### src/rtl/layer_pkg.sv
// rtl/layer_pkg.sv - shared types, limits and colour expansion for the layer compositor
package layer_pkg;

  localparam int MAX_LAYERS = 16;

  // 8-bit packed colour: RRR GGG BB
  typedef logic [7:0] rgb332_t;

  typedef struct packed {
    logic [7:0] red;
    logic [7:0] green;
    logic [7:0] blue;
  } rgb888_t;

  // Widen each channel by replicating its least-significant bit so that
  // full-scale inputs map to 0xFF and zero maps to 0x00.
  function automatic rgb888_t expand_rgb332(input rgb332_t c);
    rgb888_t e;
    e.red   = {c[7:5], {5{c[5]}}};
    e.green = {c[4:2], {5{c[2]}}};
    e.blue  = {c[1:0], {6{c[0]}}};
    return e;
  endfunction

endpackage

### src/rtl/layer_priority_enc.sv
// rtl/layer_priority_enc.sv - lowest-index-wins priority encoder over layer requests
module layer_priority_enc #(
  parameter int NUM_LAYERS = 8,
  parameter int IDX_W      = $clog2(NUM_LAYERS)
) (
  input  logic [NUM_LAYERS-1:0] req_i,
  output logic [IDX_W-1:0]      idx_o,
  output logic                  valid_o
);

  // Scan from the top down so the lowest set index is the last one written.
  always_comb begin
    idx_o   = '0;
    valid_o = 1'b0;
    for (int i = NUM_LAYERS - 1; i >= 0; i--) begin
      if (req_i[i]) begin
        idx_o   = IDX_W'(i);
        valid_o = 1'b1;
      end
    end
  end

endmodule

### src/rtl/layer_compositor.sv
// rtl/layer_compositor.sv - prioritised layer mixer with frame-synchronous config, blink and optional collision detect (LAYER_COLLISION_DETECT_EN)
module layer_compositor
  import layer_pkg::*;
#(
  parameter int NUM_LAYERS = 8,
  parameter int BLINK_LOG2 = 4
) (
  input  logic                          clk,
  input  logic                          resetN,
  input  logic                          startOfFrame,
  input  logic [NUM_LAYERS-1:0]         layerDrawReq,
  input  rgb332_t [NUM_LAYERS-1:0]      layerRGB,
  input  rgb332_t                       backGroundRGB,
  input  logic                          cfgValid,
  output logic                          cfgReady,
  input  logic [$clog2(NUM_LAYERS)-1:0] cfgLayer,
  input  logic                          cfgEnable,
  input  logic                          cfgBlink,
  output logic [7:0]                    redOut,
  output logic [7:0]                    greenOut,
  output logic [7:0]                    blueOut,
  output logic [NUM_LAYERS-1:0]         collisionMask,
  output logic                          collisionFlag
);

  localparam int IDX_W = $clog2(NUM_LAYERS);

  if (NUM_LAYERS < 2 || NUM_LAYERS > MAX_LAYERS) begin : g_bad_num_layers
    $error("layer_compositor: NUM_LAYERS out of range");
  end
  if (BLINK_LOG2 < 1 || BLINK_LOG2 > 7) begin : g_bad_blink_log2
    $error("layer_compositor: BLINK_LOG2 out of range");
  end

  logic [NUM_LAYERS-1:0] shadow_en_q, shadow_en_d;
  logic [NUM_LAYERS-1:0] shadow_blink_q, shadow_blink_d;
  logic [NUM_LAYERS-1:0] active_en_q, active_blink_q;
  logic [BLINK_LOG2-1:0] frame_cnt_q;
  logic                  blink_phase_q;
  logic [NUM_LAYERS-1:0] eff_req;
  logic [IDX_W-1:0]      sel_idx;
  logic                  sel_valid;
  rgb332_t               pix_d, pix_q;
  rgb888_t               out_q;
  logic                  cfg_fire;

  // Config is held off only during the frame-start cycle, when shadow state
  // is being transferred to the active set.
  assign cfgReady = ~startOfFrame;
  assign cfg_fire = cfgValid & cfgReady;

  // Shadow update; an index with no matching layer simply writes nothing.
  always_comb begin
    shadow_en_d    = shadow_en_q;
    shadow_blink_d = shadow_blink_q;
    if (cfg_fire) begin
      for (int i = 0; i < NUM_LAYERS; i++) begin
        if (cfgLayer == IDX_W'(i)) begin
          shadow_en_d[i]    = cfgEnable;
          shadow_blink_d[i] = cfgBlink;
        end
      end
    end
  end

  // Shadow registers accept writes at any time in the frame.
  always_ff @(posedge clk or negedge resetN) begin
    if (!resetN) begin
      shadow_en_q    <= '1;
      shadow_blink_q <= '0;
    end else begin
      shadow_en_q    <= shadow_en_d;
      shadow_blink_q <= shadow_blink_d;
    end
  end

  // Active state only changes at frame start, so a frame is never torn.
  always_ff @(posedge clk or negedge resetN) begin
    if (!resetN) begin
      active_en_q    <= '1;
      active_blink_q <= '0;
    end else if (startOfFrame) begin
      active_en_q    <= shadow_en_q;
      active_blink_q <= shadow_blink_q;
    end
  end

  // Frame counter; the blink phase flips each time it wraps.
  always_ff @(posedge clk or negedge resetN) begin
    if (!resetN) begin
      frame_cnt_q   <= '0;
      blink_phase_q <= 1'b0;
    end else if (startOfFrame) begin
      frame_cnt_q <= frame_cnt_q + BLINK_LOG2'(1);
      if (&frame_cnt_q) begin
        blink_phase_q <= ~blink_phase_q;
      end
    end
  end

  assign eff_req = layerDrawReq & active_en_q
                 & ~(active_blink_q & {NUM_LAYERS{blink_phase_q}});

  layer_priority_enc #(
    .NUM_LAYERS (NUM_LAYERS),
    .IDX_W      (IDX_W)
  ) u_prio (
    .req_i   (eff_req),
    .idx_o   (sel_idx),
    .valid_o (sel_valid)
  );

  assign pix_d = sel_valid ? layerRGB[sel_idx] : backGroundRGB;

  // Two-stage colour pipeline: select, then expand to 24 bits.
  always_ff @(posedge clk or negedge resetN) begin
    if (!resetN) begin
      pix_q <= '0;
      out_q <= '0;
    end else begin
      pix_q <= pix_d;
      out_q <= expand_rgb332(pix_q);
    end
  end

  assign redOut   = out_q.red;
  assign greenOut = out_q.green;
  assign blueOut  = out_q.blue;

`ifdef LAYER_COLLISION_DETECT_EN
  logic [NUM_LAYERS-1:0] coll_acc_q;
  logic [NUM_LAYERS-1:0] coll_mask_q;
  logic [NUM_LAYERS-1:0] coll_hit;
  logic                  multi_req;

  // More than one bit set: clearing the lowest set bit leaves something.
  assign multi_req = |(eff_req & (eff_req - NUM_LAYERS'(1)));
  assign coll_hit  = eff_req & {NUM_LAYERS{multi_req}};

  // Sticky per-frame overlap accumulator, published at frame start.
  always_ff @(posedge clk or negedge resetN) begin
    if (!resetN) begin
      coll_acc_q  <= '0;
      coll_mask_q <= '0;
    end else if (startOfFrame) begin
      coll_mask_q <= coll_acc_q | coll_hit;
      coll_acc_q  <= '0;
    end else begin
      coll_acc_q  <= coll_acc_q | coll_hit;
    end
  end

  assign collisionMask = coll_mask_q;
  assign collisionFlag = |coll_mask_q;
`else
  assign collisionMask = '0;
  assign collisionFlag = 1'b0;
`endif

endmodule

### config.mk
export PLATFORM = sky130hd
export DESIGN_NAME = layer_compositor
export DESIGN_NICKNAME = d
export VERILOG_FILES = /design/src/rtl/layer_pkg.sv /design/src/rtl/layer_priority_enc.sv /design/src/rtl/layer_compositor.sv
export SDC_FILE = /design/constraint.sdc
export NUM_CORES = 1
export LEC_CHECK = 0
export ABC_AREA = 0
export CELL_PAD_IN_SITES_DETAIL_PLACEMENT = 0
export CELL_PAD_IN_SITES_GLOBAL_PLACEMENT = 1
export CORE_ASPECT_RATIO = 1.1
export CORE_MARGIN = 2
export CORE_UTILIZATION = 29
export DETAILED_ROUTE_END_ITERATION = 16
export PLACE_DENSITY = 0.73
export SKIP_LAST_GASP = 1
export SYNTH_ARGS = -nofsm -noshare
export SYNTH_HDL_FRONTEND = slang
export SYNTH_SLANG_ARGS = --single-unit
### constraint.sdc
create_clock -name clk -period 2.2 [get_ports clk]
set_input_delay 0.66 -clock clk [delete_from_list [all_inputs] [get_ports clk]]
set_output_delay 0.66 -clock clk [all_outputs]
set_load 0.01 [all_outputs]
==> results of run 1 <==
==> layer usage <==
layer and track usage [%]:
met1 18.2, met2 27.7, met3 1.92, met4 4.79, met5 0
==> metrics by stage <==
stage	utilization, %	setup slack, ns
2_1_floorplan	-	-0.0322
3_3_place_gp	43.2	-0.553
3_5_place_dp	43.2	-0.573
4_1_cts	45.5	-0.0598
5_1_grt	45.4	-0.116
==> Yosys cell counts <==
cell,instances
a21oi_1,4
a21oi_4,1
a221o_1,4
a222oi_1,1
a22o_1,1
a2bb2oi_1,1
a311oi_4,1
a31oi_1,1
a32o_1,2
a32oi_1,2
and2_1,5
and3_1,2
buf_1,2
buf_4,27
buf_6,1
buf_8,1
conb_1,1
dfrtp_1,37
dfstp_2,16
ha_1,1
inv_1,4
mux2_2,33
mux2_4,1
mux2i_1,24
nand2_1,19
nand2_4,1
nand3_1,9
nand3b_1,2
nand4_1,2
nor2_1,7
nor3_1,3
nor3b_1,3
nor4_1,1
o211ai_1,4
o211ai_2,1
o21a_1,1
o21ai_0,4
o21ai_1,1
o221ai_4,1
o22a_1,7
o22ai_1,6
xnor2_1,2
xor2_1,2
==> timing repair <==
item / CTS / global route
endpoints found under the setup margin: 9 / 8
gates resized for setup: 19 / 11
pin swaps: 7 / 7
setup buffers: 8 / 0
cloned: 1 / 0
endpoints found under the hold margin: 0 / 0
==> logic make-up after synthesis <==
family,synth area share (%)
AOI/OAI and AO/OA,12.8
xor gates and xnor gates,1.20
adders and majority gates,0.429
buffers and inverters,8.62
DFF,46.1
muxes,21.5
other,0.128
and+or+nand+nor,9.22
==> results.md, run 1 <==
- Status: aborted with a tool error
- Fail Step: detailed routing
- Run Error: Error: net164 12 pin not visited #guides = 187
- PortBufs: 113
- Overflow after GRT: 0
- Die H: 109 um
- Placed cell count: 488
- Sequential area share after synthesis: 46.1%
- Post-Syn Instances: 249
- TritonCTS Sinks: 53
- Synth top area share: 31.7%
- Seq cells post-synth: 53
- Htree depth: 2
- Initial antenna violation count: 0
- Core Rows: 38
- Pin count of the biggest net entering global routing: 54
- Post-synthesis cell area: 2920 sq um
- Ys Warns: 0
- Worst EP post-GRT repair: pix_q[7]$_DFF_PN0_/D
- Mean Syn Cell Area: 11.7 sq um
- Vias in the first global route: 2586
- Worst_ep kind: register input
- Initial core utilization: 29.7%
- Hpwl dp: 6340 um
- First-pass GRT wire length: 12600 um
- Num CTS Buffers: 5
- Die width: 99.7 um
- Distinct cells, synth: 43
- Top Ports: 123
- Synth area leader: dfrtp_1
- Gr usage total: 15.0%
- GPL Wtd Cong: 0.751
- Clock root buffer: clkbuf_8
- Dpl cell area: 4260 sq um
- Synth area leaders: dfrtp_1 32%, dfstp_2 14%, mux2_2 13%, mux2i_1 8.2%, buf_4 6.9%
- Cts hold-fix bufs: 0
- Clk buf depth: 2
==> run 2: changes to the inputs <==
CELL_PAD_IN_SITES_DETAIL_PLACEMENT = unset   (was 0)
CELL_PAD_IN_SITES_GLOBAL_PLACEMENT = unset   (was 1)
CORE_ASPECT_RATIO = unset   (was 1.1)
CORE_UTILIZATION = 30   (was 29)
PLACE_DENSITY = unset   (was 0.73)
PLACE_DENSITY_LB_ADDON = 0.15   (was unset)
clock period = 2.86 ns   (was 2.2 ns; I/O delays follow)
==> run 2 against run 1 <==
The run now ends clean. Synthesized cell count unchanged. Area after synthesis did not move. Global-route usage decreased by 0.65 points.
==> results.md, run 2 <==
- Post-Layout Cell Count: 502
- Initial antenna violation count: 0 (unchanged)
- Overflow after GRT: 0 (unchanged)
- Vias in the first global route: 2292 (-11%)
- Top Ports: 123 (unchanged)
- Commonest non-fill, non-tap cells in the layout: 112 x clkdlybuf4s50_1, 37 x dfrtp_1, 33 x mux2_2
- Multi-input logic area: 1360 sq um
- Synth area leaders: dfrtp_1 32%, dfstp_2 14%, mux2_2 13%, mux2i_1 8.2%, buf_4 6.9%
- Critical path depth: 3
- DRC marker count from the first detailed-route iteration: 74
- Register-to-Register Path Depth: 7
- Synth top area share: 31.7% (unchanged)
- Clock root buffer: clkbuf_8
- Htree depth: 2 (unchanged)
- Mean Syn Cell Area: 11.7 sq um (unchanged)
- Type of the worst min-delay path: reg -> reg
- Initial core utilization: 30.4% (+0.77 points)
- Synth area leader: dfrtp_1
- CP Capture Type: primary output
- GPL Wtd Cong: 0.812 (+8.2%)
- Worst path cell trace: clkdlybuf4s50_1, inv_1, clkdlybuf4s50_1
- Int Power: 2.22 mW
- Final Cycle Share: 96.6%
- Layout cell share with drive strength beyond 1: 23.3%
- Leakage power total: 1.76 nW
- Max Clk Rate: 0.362 GHz
- Hold path depth: 0
- GRT busiest layer: met2
- Post-synthesis cell area: 2920 sq um (unchanged)
- PD cells: 790 nW/um^2
- Fin Clk Skew: 0.0173 ns
- Reg clk slew, reported paths: 0.09 ns
- Top FF cell, synth: dfrtp_1
- Final Setup Violations: 0
- Slowest cell delay on critical path: 0.54 ns
- WP data arrival: 1.91 ns
- CP Launch Type: input pin
- Max Cap Viol: 0
- Fillers: 906
- Ys async rst share: 100% (unchanged)
- Crit Path Category: in -> out
- Sequential area share after synthesis: 46.1% (unchanged)
- Met1 GRT Util: 19.6% (+1.5 points)
- Ys Warns: 0 (unchanged)
- Seq cells post-synth: 53 (unchanged)
- Register area: 1350 sq um
- Psw: 1.16 mW
- RSZ-0062 raised after global routing: false
- Post-Syn Instances: 249 (unchanged)
- Via/cell ratio: 4.60
- Vias: 2308
- Critical path's top delay family: buffers and inverters
- GRT met3 Usage: 2.71% (+0.79 points)
- Required time worst endpoint: 2.00 ns
- Hpwl dp: 6100 um (-3.9%)
- Most Frequent Cell on Critical Path: clkdlybuf4s50_1
- Core Rows: 36 (-5.3%)
- Clock power frac: 12.9%
- Net count, final: 458
- N_diodes: 0
- Cts hold-fix bufs: 0 (unchanged)
- Commonest cells post-synth: 37 x dfrtp_1, 33 x mux2_2, 27 x buf_4
- Final antenna-violating net count: 0
- M2 GR Usage: 23.1% (-4.6 points)
- Buf+Inv Stages, Crit Path: 3
- Least-Margin Pin Slew: 0.676 ns
- Design Area, Final: 4290 sq um
- Slew Limit Fails: 0
- VDD IR max: 0.000297 V
- Pin count of the biggest net entering global routing: 54 (unchanged)
- PortBufs: 113 (unchanged)
- Clk buf depth: 2 (unchanged)
- Sequential share of power: 36.3%
- Slowest CP cell: clkdlybuf4s50_1
- DRC Markers: 0
- Critical Path Fanout Max: 3
- Final WL: 7590 um
- Drt pass-1 iters: 4
- WL/cell: 15.1 um
- First-pass GRT wire length: 11500 um (-8.9%)
- Core area: 9590 sq um
- Die H: 103 um (-6.0%)
- Dpl cell area: 4200 sq um (-1.4%)
- Minimum clock period: 2.76 ns
- Gr usage total: 14.4% (-0.65 points)
- Area delta synth->final: 46.9%
- TritonCTS clock tree: built
- Slew headroom: 54.9%
- TritonCTS Sinks: 53 (unchanged)
- Distinct cells, synth: 43 (unchanged)
- Commonest non-fill, non-tap cell in the layout: clkdlybuf4s50_1
- Status: finished, final reports clean
- Sw frac: 34.3%
- Placed cell count: 494 (+1.2%)
- Comb power frac: 50.8%
- Final hold violation count: 0
- Count leader, synth: dfrtp_1
- Die ar.: 10500 sq um
- Die width: 103 um (+3.0%)
- EDFF count, synth: 0 (unchanged)
- Num CTS Buffers: 5 (unchanged)
- Clock Latency Late Sink: 0.31 ns
==> run 2: cell counts after synthesis <==
No cell type changed its count.
==> run 2: layout make-up <==
cell class / count / area share (%)
clock inverter: 2 / 0.321
timing repair buffer: 135 / 30.7
multi-input combinational: 169 / 31.7
sequential: 53 / 31.4
inverter: 4 / 0.350
clock buffer: 6 / 1.69
tap: 133 / 3.88
==> run 2: power groups by stage <==
| stage | Combinational (mW) | Sequential (mW) | Clock, mW |
|---|---|---|---|
| final | 1.72 | 1.23 | 0.438 |
| after floorplan | 1.08 | 1.21 | 0 |
| after global placement | 1.71 | 1.24 | 0 |
| after CTS | 1.73 | 1.24 | 0.453 |
| after global routing | 1.87 | 1.27 | 0.478 |
| after detailed placement | 1.73 | 1.25 | 0 |
==> run 2: kinds of logic after synthesis <==
kind of cell	after synthesis	share of synthesized area, %
multiplexers	58	21.5
flip-flops	53	46.1
other	1	0.128
XOR/XNOR	4	1.20
AND/OR/NAND/NOR	54	9.22
adder cells (fa/ha/maj)	1	0.429
AO/OA/AOI/OAI	43	12.8
buffers and inverters	35	8.62
==> run 2: what timing repair did <==
action                     CTS  global route
buffers inserted             0             0
setup endpoints to repair    0             1
resized for setup            0             1
==> run 2: final timing paths <==
kind | from | end | slack, ns
setup / recovery | startOfFrame | cfgReady | 0.1
hold / removal | pix_q[4] | greenOut[7] | 0.36
setup reg to reg | blink_phase_q | pix_q[5] | 0.52
hold reg to reg | pix_q[4] | greenOut[7] | 0.36
max in group asynchronous | resetN | greenOut[5] | 1.74
min in group asynchronous | resetN | pix_q[0] | 0.66
==> run 2: per-layer routing <==
layer	vias to the layer above	share of wire, %	wire (um)
met3	8	3.7	279
li1	1120	-	-
met2	64	50	3770
met4	0	1.3	102
met5	-	0	0
met1	1116	45	3430
==> run 2: per-stage QoR <==
stage               hold WS [ns]  setup WS [ns]  util, %  total power [mW]  setup TNS, ns
floorplan                  0.331          0.386        -              2.30              0
global placement           0.333         -0.192     43.7              2.96          -1.24
detailed placement         0.335         -0.229     43.7              2.98          -1.47
CTS                        0.359         0.0934     44.6              3.42              0
global route               0.362         0.0236     44.7              3.62              0
finish                     0.355         0.0970     44.7              3.39              0
Power figures use the tool's default switching activity.
